==> src/rtl/sd_audio_defs_pkg.sv <==
// Shared definitions for the SD audio path.
// Contents:
//   pacer_state_e   - pcm_pacer FSM encodings, also driven onto the LED state port
//   PCM_MIDSCALE    - offset-binary zero level presented to dac16
//   CLK_DIV_DEFAULT - clk96m cycles per 48 kHz sample tick
//   UNITY_VOL       - volume code for gain 1.0 (gain = volume / 128)
package sd_audio_defs;

  typedef enum logic [1:0] {
    StIdle     = 2'd0,
    StPrime    = 2'd1,
    StPlay     = 2'd2,
    StUnderrun = 2'd3
  } pacer_state_e;

  localparam logic [15:0] PCM_MIDSCALE    = 16'h8000;
  localparam int unsigned CLK_DIV_DEFAULT = 2000;
  localparam logic [7:0]  UNITY_VOL       = 8'h80;

endpackage

==> src/rtl/pcm_scale.sv <==
// Output stage of pcm_pacer: volume multiply, arithmetic shift, saturation and
// conversion to offset binary, registered once.
// Ports:
//   clk96m, rst - system clock, synchronous active-high reset
//   valid_i     - data_i/volume_i hold a sample to be scaled this cycle
//   flush_i     - drop any sample in flight and force midscale
//   data_i      - signed two's-complement sample
//   volume_i    - unsigned gain code, gain = volume_i / 128
//   pcm_o       - offset-binary sample, held between updates
//   strobe_o    - one-cycle pulse on the cycle pcm_o takes a new sample
module pcm_scale
  import sd_audio_defs::*;
(
  input  logic        clk96m,
  input  logic        rst,
  input  logic        valid_i,
  input  logic        flush_i,
  input  logic [15:0] data_i,
  input  logic [7:0]  volume_i,
  output logic [15:0] pcm_o,
  output logic        strobe_o
);

  logic signed [24:0] prod;
  logic signed [24:0] shifted;
  logic        [15:0] sat;
  logic        [15:0] pcm_q;
  logic               strobe_q;

  // Zero-extend volume so the product stays signed; |prod| < 2^23 so 25 bits never overflow.
  assign prod    = $signed(data_i) * $signed({1'b0, volume_i});
  assign shifted = prod >>> 7;

  always_comb begin
    sat = shifted[15:0];
    if (shifted > 25'sd32767) begin
      sat = 16'h7FFF;
    end else if (shifted < -25'sd32768) begin
      sat = 16'h8000;
    end
  end

  always_ff @(posedge clk96m) begin
    if (rst || flush_i) begin
      pcm_q    <= PCM_MIDSCALE;
      strobe_q <= 1'b0;
    end else begin
      strobe_q <= valid_i;
      if (valid_i) begin
        pcm_q <= sat ^ PCM_MIDSCALE;
      end
    end
  end

  assign pcm_o    = pcm_q;
  assign strobe_o = strobe_q;

endmodule

==> src/rtl/pcm_pacer.sv <==
// Sample-rate pacer between the SDFeed sample FIFO and dac16.
// Divides clk96m to one tick every CLK_DIV cycles, pops one sample per tick,
// scales it by volume and presents offset-binary PCM. Primes on FIFO half-full,
// holds the last sample on underrun and counts underrun ticks.
// Tick on cycle T: fifo_rd_en on T+1, fifo_data/volume used on T+2, pcm and
// sample_strobe on T+3.
// Build option: define PCM_PACER_UNDERRUN_CNT_EN to implement the saturating
// underrun counter; otherwise underrun_cnt is tied to zero.
// Ports:
//   clk96m, rst    - 96 MHz clock, synchronous active-high reset
//   enable         - playback enable; low returns to IDLE and discards in-flight data
//   volume         - unsigned gain code, gain = volume / 128
//   fifo_data      - signed sample, valid the cycle after fifo_rd_en
//   fifo_empty     - FIFO empty flag
//   fifo_halffull  - FIFO half-full flag, used to leave PRIME
//   fifo_rd_en     - one-cycle pop strobe
//   pcm            - offset-binary sample to dac16
//   sample_strobe  - one-cycle pulse when pcm updates
//   underrun_cnt   - saturating count of underrun ticks
//   state          - current FSM state, for LEDs
module pcm_pacer
  import sd_audio_defs::*;
#(
  parameter int unsigned CLK_DIV = CLK_DIV_DEFAULT
) (
  input  logic        clk96m,
  input  logic        rst,
  input  logic        enable,
  input  logic [7:0]  volume,
  input  logic [15:0] fifo_data,
  input  logic        fifo_empty,
  input  logic        fifo_halffull,
  output logic        fifo_rd_en,
  output logic [15:0] pcm,
  output logic        sample_strobe,
  output logic [7:0]  underrun_cnt,
  output logic [1:0]  state
);

  localparam int unsigned    DivW   = (CLK_DIV > 1) ? $clog2(CLK_DIV) : 1;
  localparam logic [DivW-1:0] DivMax = DivW'(CLK_DIV - 1);

  pacer_state_e    state_q, state_d;
  logic [DivW-1:0] div_q, div_d;
  logic            rd_q, rd_d;
  logic            vld_q, vld_d;
  logic            tick;
  logic            cnt_inc;

  assign tick = (state_q != StIdle) && (div_q == DivMax);

  always_comb begin
    state_d = state_q;
    div_d   = div_q;
    rd_d    = 1'b0;
    vld_d   = rd_q;
    cnt_inc = 1'b0;

    // Divider sits at zero in IDLE, so entering PRIME always starts a fresh period.
    if (state_q != StIdle) begin
      div_d = tick ? '0 : div_q + DivW'(1);
    end

    unique case (state_q)
      StIdle: begin
        state_d = StPrime;
      end
      StPrime: begin
        if (fifo_halffull) begin
          state_d = StPlay;
        end
      end
      StPlay: begin
        if (tick) begin
          if (!fifo_empty) begin
            rd_d = 1'b1;
          end else begin
            cnt_inc = 1'b1;
            state_d = StUnderrun;
          end
        end
      end
      StUnderrun: begin
        if (tick) begin
          if (!fifo_empty) begin
            rd_d    = 1'b1;
            state_d = StPlay;
          end else begin
            cnt_inc = 1'b1;
          end
        end
      end
      default: state_d = StIdle;
    endcase

    // Disable overrides everything, including a pop already issued.
    if (!enable) begin
      state_d = StIdle;
      div_d   = '0;
      rd_d    = 1'b0;
      vld_d   = 1'b0;
      cnt_inc = 1'b0;
    end
  end

  always_ff @(posedge clk96m) begin
    if (rst) begin
      state_q <= StIdle;
      div_q   <= '0;
      rd_q    <= 1'b0;
      vld_q   <= 1'b0;
    end else begin
      state_q <= state_d;
      div_q   <= div_d;
      rd_q    <= rd_d;
      vld_q   <= vld_d;
    end
  end

`ifdef PCM_PACER_UNDERRUN_CNT_EN
  logic [7:0] cnt_q;

  always_ff @(posedge clk96m) begin
    if (rst) begin
      cnt_q <= 8'h00;
    end else if (cnt_inc && (cnt_q != 8'hFF)) begin
      cnt_q <= cnt_q + 8'h01;
    end
  end

  assign underrun_cnt = cnt_q;
`else
  logic unused_cnt_inc;
  assign unused_cnt_inc = cnt_inc;
  assign underrun_cnt   = 8'h00;
`endif

  pcm_scale u_scale (
    .clk96m   (clk96m),
    .rst      (rst),
    .valid_i  (vld_q),
    .flush_i  (!enable),
    .data_i   (fifo_data),
    .volume_i (volume),
    .pcm_o    (pcm),
    .strobe_o (sample_strobe)
  );

  assign fifo_rd_en = rd_q;
  assign state      = state_q;

endmodule

==> config.mk <==
export PLATFORM = sky130hd
export DESIGN_NAME = pcm_pacer
export DESIGN_NICKNAME = d
export VERILOG_FILES = /design/src/rtl/sd_audio_defs_pkg.sv /design/src/rtl/pcm_scale.sv /design/src/rtl/pcm_pacer.sv
export SDC_FILE = /design/constraint.sdc
export NUM_CORES = 1
export LEC_CHECK = 0
export CORE_AREA = 2 2 142 144
export CTS_CLUSTER_DIAMETER = 60
export CTS_CLUSTER_SIZE = 20
export DETAILED_ROUTE_END_ITERATION = 10
export DIE_AREA = 0 0 144 146
export PLACE_DENSITY = 0.48
export SLEW_MARGIN = 10
export SYNTH_ARGS = -nofsm -noshare
export SYNTH_HDL_FRONTEND = slang
export SYNTH_SLANG_ARGS = --single-unit
==> constraint.sdc <==
create_clock -name clk96m -period 6.8 [get_ports clk96m]
set_input_delay 0.68 -clock clk96m [delete_from_list [all_inputs] [get_ports clk96m]]
set_output_delay 0.68 -clock clk96m [all_outputs]
set_load 0.005 [all_outputs]
After elaboration in Yosys (flattened, before gate mapping)
Index checks and enable logic that the tools add are counted.
Widths: inputs -> output; s select.
{ "op_classes": {"n_addsub": 1, "n_mul": 1, "div_mod_pow": 0, "n_lt_le_gt_ge": 2, "n_eq_ne": 9, "shifts": 0, "muxes": 10, "bitwise_logic": 4, "reduce_logical": 9} }
{ "ops": {"columns": ["op", "count"], "rows": [
  ["$mux 16", 2],
  ["$mul 16x9->25", 1],
  ["$gt 18x16->1 const B", 1],
  ["$lt 18x16->1 const B", 1],
  ["$add 11x1->11 const B", 1],
  ["$eq 11x11->1 const B", 1],
  ["$mux 11", 1],
  ["$mux 2", 5],
  ["$ne 2x2->1 const B", 5],
  ["$pmux 2 s4", 1],
  ["$reduce_and 5->1", 1],
  ["$eq 2x2->1 const B", 2],
  ["$not 1->1", 4],
  ["$reduce_or 2->1", 2],
  ["$reduce_or 4->1", 1],
  ["$eq 2x1->1 const B", 1],
  ["$logic_not 2->1", 1],
  ["$reduce_bool 2->1", 1],
  ["$logic_and 1x1->1", 1],
  ["$logic_not 1->1", 1],
  ["$logic_or 1x1->1", 1],
  ["$mux 1", 1]
]} }
{ "word_totals": {"ff_bits": 32, "latch_bits": 0, "ramBits": 0, "mem_bits_ro": 0, "in_bits": 29, "mem_count": 0} }

Longest topological paths before layout
Gate-level depths: netlist of run 1.
{ "logic_depth": {"word_depth": 5, "ltp_mapped": 20} }

Modules after synthesis
A second synthesis of run 1 with hierarchy kept.
{ "unflattened": {"cells_unflattened": 698, "area_unflattened_um2": 6053.3} }
{ "modules_own_cells": {"columns": ["module", "instances", "cells_each", "area_each_um2", "seq_area_each_um2"], "rows": [
  ["pcm_scale", 1, 617, 5318.9, 340.3],
  ["pcm_pacer", 1, 81, 734.5, 300.3]
]} }

Least setup slack after synthesis of run 1
No wires, ideal clock.
{ "synth_path": {"kind": "input to register", "from": "input port fifo_data[15]", "to": "register u_scale.pcm_q[12] (netlist: u_scale.pcm_o[12])", "arrival_ps": 5207, "slack_ps": 1473, "path_stages": 19, "path_buffers": 1, "path_cell_list": "and2_1 > fa_1 > inv_1 > fa_1 > inv_1 > fa_1 > inv_1 > fa_1 > inv_1 > ha_1 > a21o_1 > a21o_1 > a221oi_2 > nand4_1 > a221o_1 > and3_4 > nor2b_4 > buf_6 > a21oi_1"} }
{ "synth_via": {"elab_chain_cells": 4, "elab_cells_between_ends": 5} }
{ "synth_rtl": {"columns": ["element", "line_no", "rtl"], "rows": [
  ["start: declaration", "pcm_pacer.sv:30", "input logic [15:0] fifo_data,"],
  ["$mul 16x9->25 (*)", "pcm_scale.sv:31", "assign prod = $signed(data_i) * $signed({1'b0, volume_i});"],
  ["$lt 18x16->1", "pcm_scale.sv:38", "end else if (shifted < -25'sd32768) begin"],
  ["$mux 16", "pcm_scale.sv:38", null],
  ["$mux 16 (*)", "pcm_scale.sv:36", "if (shifted > 25'sd32767) begin"],
  ["end signal: assignment", "pcm_scale.sv:50", "pcm_q <= sat ^ PCM_MIDSCALE;"],
  ["end: declaration", "pcm_scale.sv:27", "logic [15:0] pcm_q;"]
]} }
Mark *: on every way between the ends. The rest lies on a longest branch, timed or not.
A chain may end at the register's enable or synchronous reset.

Worst setup path after layout of run 1
{ "layout_path": {"from": "input port volume[5]", "to": "register u_scale.pcm_q[12] (netlist: u_scale.pcm_o[12])"} }
{ "layout_via": {"elab_chain_cells": 4, "elab_cells_between_ends": 5} }
{ "layout_rtl": {"columns": ["element", "line_no", "rtl"], "rows": [
  ["start: declaration", "pcm_pacer.sv:29", "input logic [7:0] volume,"],
  ["$mul 16x9->25 (*)", "pcm_scale.sv:31", null],
  ["$lt 18x16->1", "pcm_scale.sv:38", null],
  ["$mux 16", "pcm_scale.sv:38", null],
  ["$mux 16 (*)", "pcm_scale.sv:36", null]
]} }
Marks and branches as above.

==> summary.md, run 1 <==
| Metric | Value |
|---|---|
| Status | complete, no violations |
| R2r startpoint | div_q[6] |
| Yosys cell types | 47 |
| Initial antenna violation count | 0 |
| Hold Crit Class | flip-flop to flip-flop |
| RD Place Congestion | 0.763 |
| Combinational group share of total power | 81.4% |
| # Post-CTS Setup Buffers | 0 |
| Clock Tree Buf Depth | 2 |
| Post-DP HPWL | 10600 um |
| Post-layout power | 2230 uW |
| Post-synth ARST share | 0% |
| Switch share | 50.9% |
| Layout cells sized above 1 | 2.92% |
| H-tree levels | 2 |
| Vias | 4290 |
| Critical Path Sink Type | flip-flop |
| Final TNS setup | 0 ps |
| Die width | 144 um |
| Nets@finish | 897 |
| F_max | 167 MHz |
| Max_slew headroom | 36.7% |
| Final Skew | 1.53 ps |
| Rows | 51 |
| Starting DRC count in detailed routing | 145 |
| Cells on Worst Hold Path | 1 |
| Largest net degree at the start of global routing | 19 |
| CORE AREA | 0.0193 sq mm |
| Num CTS Buffers | 5 |
| Power per cell area | 334 mW/mm^2 |
| Seq/Total Area, Yosys | 11.1% |
| # clock sinks | 32 |
| Sequential Area | 641 sq um |
| Hold path endpoint | vld_q |
| Clock Latency Late Sink | 270 ps |
| Final Hold Vio Count | 0 |
| Wire per inst | 12.8 um |
| EDFF count, synth | 0 |
| Mapped Area | 0.00579 sq mm |
| Final instance area | 0.00668 sq mm |
| CP startpoint kind | input port |
| I/O pins | 57 |
| CTS resizes | 0 |
| Fillers | 2046 |
| Hold slack | 460 ps |
| Multi-input gate area | 0.00449 sq mm |
| Initial Util | 29.9% |
| Post-synth top area cell | fa_1 |
| NetSw | 1140 uW |
| Final Max Tran Viols | 0 |
| Top-area cell type share of the netlist area | 34.9% |
| Reg2reg end | div_q[3] |
| Max IR drop VDD | 0.000223 V |
| Hold Buf Count CTS | 0 |
| Vias in the first global route | 4664 |
| Area contributors post-synth | fa_1 (35%), dfxtp_1 (11%), ha_1 (10%), inv_1 (9.7%), and2_1 (8.0%) |
| Detailed-route DRC error count | 0 |
| Worst EP required | 6940 ps |
| Worst Tran Pin Value | 947 ps |
| CP Max Fanout | 16 |
| Top FF cell, synth | dfxtp_1 |
| Routed wire length | 12600 um |
| Worst EP arrival | 6140 ps |
| Unrepaired setup endpoints after global routing | no |
| Max_cap viols | 0 |
| Total GRT Usage | 13.2% |
| Kind of critical path | input port to flip-flop |
| CTS tree | done |
| First-pass DRT Iterations | 4 |
| Clock slew at reported path FFs | 50 ps |
| Syn avg cell area | 8.56 sq um |
| Min-delay src | fifo_rd_en |
| Port Buffers | 48 |
| Gr ovfl total | 0 |
| Die area | 0.0210 sq mm |
| #FFs+latches synth | 32 |
| Global-route wire length before repair | 22400 um |
| Diodes inserted | 0 |
| Post-DP Area | 0.00653 sq mm |
| Fin crit period | 5990 ps |
| Pint | 1100 uW |
| Final Cycle Share | 88.1% |
| P_leak | 0.00325 uW |
| Clk network pwr share | 10.1% |
| Die Height | 146 um |
| R2R depth | 6 |
| Root buffer cell | clkbuf_16 |
| Setup Viol. Count Final | 0 |
| Final ANT Viol Nets | 0 |
| Area Overhead vs Synth | 15.5% |
| R2R setup slack | 4740 ps |
| Part of the power in registers | 8.5% |
| Synth Warn # | 0 |
| Vias/cell | 4.36 |
| Gate Count Post-Synth | 676 |
==> flip-flops by register name (all words and copies together), names as in the netlist <==
signal and flops:
u_scale.pcm_o 16, u_scale.strobe_o 1, vld_q 1, fifo_rd_en 1, div_q 11, state 2
==> placed cells by master, fill, tap and decap left out, types with 7 or more instances in the layout <==
cell type / n
conb_1: 8
nand2_1: 81
a21oi_1: 35
inv_1: 150
and2_1: 74
dfxtp_1: 32
nand3_1: 7
o21ai_0: 25
nor2_1: 19
ha_1: 47
xnor2_1: 16
xor2_1: 15
clkdlybuf4s50_1: 48
fa_1: 101
==> power groups by stage <==
stage          Combinational (uW)  Clock [uW]  Sequential (uW)
2_1_floorplan                1490           0              193
3_3_place_gp                 1870           0              194
3_5_place_dp                 1860           0              194
4_1_cts                      1870         231              190
5_1_grt                      2140         241              190
6_report                     1820         225              190
==> cell usage after synthesis (2+ instances only) <==
master / count
inv_1: 150
fa_1: 101
nand2_1: 81
and2_1: 74
ha_1: 47
a21oi_1: 35
dfxtp_1: 32
o21ai_0: 25
nor2_1: 19
xnor2_1: 16
xor2_1: 15
clkbuf_1: 11
buf_4: 9
nand3_1: 7
a21o_1: 5
nand4_1: 5
nor3_1: 4
nand2b_1: 3
nand4b_1: 3
a21o_2: 2
a31oi_1: 2
and3_1: 2
nor2b_1: 2
o2111ai_1: 2
o21ai_1: 2
==> layout make-up <==
class / count / area share, %
Clock buffer: 7 / 2.28
Inverter: 150 / 8.42
Multi-Input combinational cell: 479 / 67.1
Sequential cell: 32 / 9.58
Tap cell: 265 / 4.96
Timing Repair Buffer: 52 / 7.64
==> how the worst max path moves through the flow <==
stage                  start                end  cells after the start
4_1_cts            volume[5]   u_scale.pcm_o[5]                     18
2_1_floorplan  fifo_data[15]  u_scale.pcm_o[12]                     19
6_report           volume[5]  u_scale.pcm_o[12]                     18
3_3_place_gp   fifo_data[15]   u_scale.pcm_o[1]                     19
3_5_place_dp       volume[5]  u_scale.pcm_o[12]                     18
5_1_grt            volume[3]  u_scale.pcm_o[12]                     18
==> cells by family after synthesis <==
kind of cell | synth area share, %
and+or+nand+nor | 18.6
buffers and inverters | 11.9
adders and majority gates | 45.1
AOI/OAI and AO/OA | 8.21
DFF | 11.1
xor gates and xnor gates | 4.69
muxes | 0.367
other | 0.0648
==> worst max-delay path, cell delays in order <==
cell and delay, ps:
clkdlybuf4s50_1 860, nand2_1 160, fa_1 560, inv_1 50
fa_1 460, fa_1 550, inv_1 60, fa_1 520
inv_1 40, ha_1 360, a21o_1 210, a21o_1 180
a221oi_2 280, nand4_1 200, a221o_1 360, and3_4 180
nor2b_4 300, a21oi_1 110
==> through the flow <==
step	setup slack (ps)	instances	utilization, %
after global placement	566	978	33.8
after floorplan	1470	683	-
after CTS	769	985	34.6
after global routing	456	985	34.6
after detailed placement	485	978	33.8
final	806	985	34.6
==> layer usage <==
layer / up-vias / track usage, % / wire length (um)
li1: 2125 / - / -
met2: 44 / 24.4 / 6560
met5: - / 0 / 0
met4: 0 / 2.21 / 150
met1: 2111 / 16.7 / 5700
met3: 10 / 1.22 / 224
Power figures use the tool's default switching activity.
==> run 2, diff against run 1 <==
Settings changed: CAP_MARGIN from default to 20.
==> results of run 2 <==
The final DEF is identical to that of run 1; final timing and power are the same.
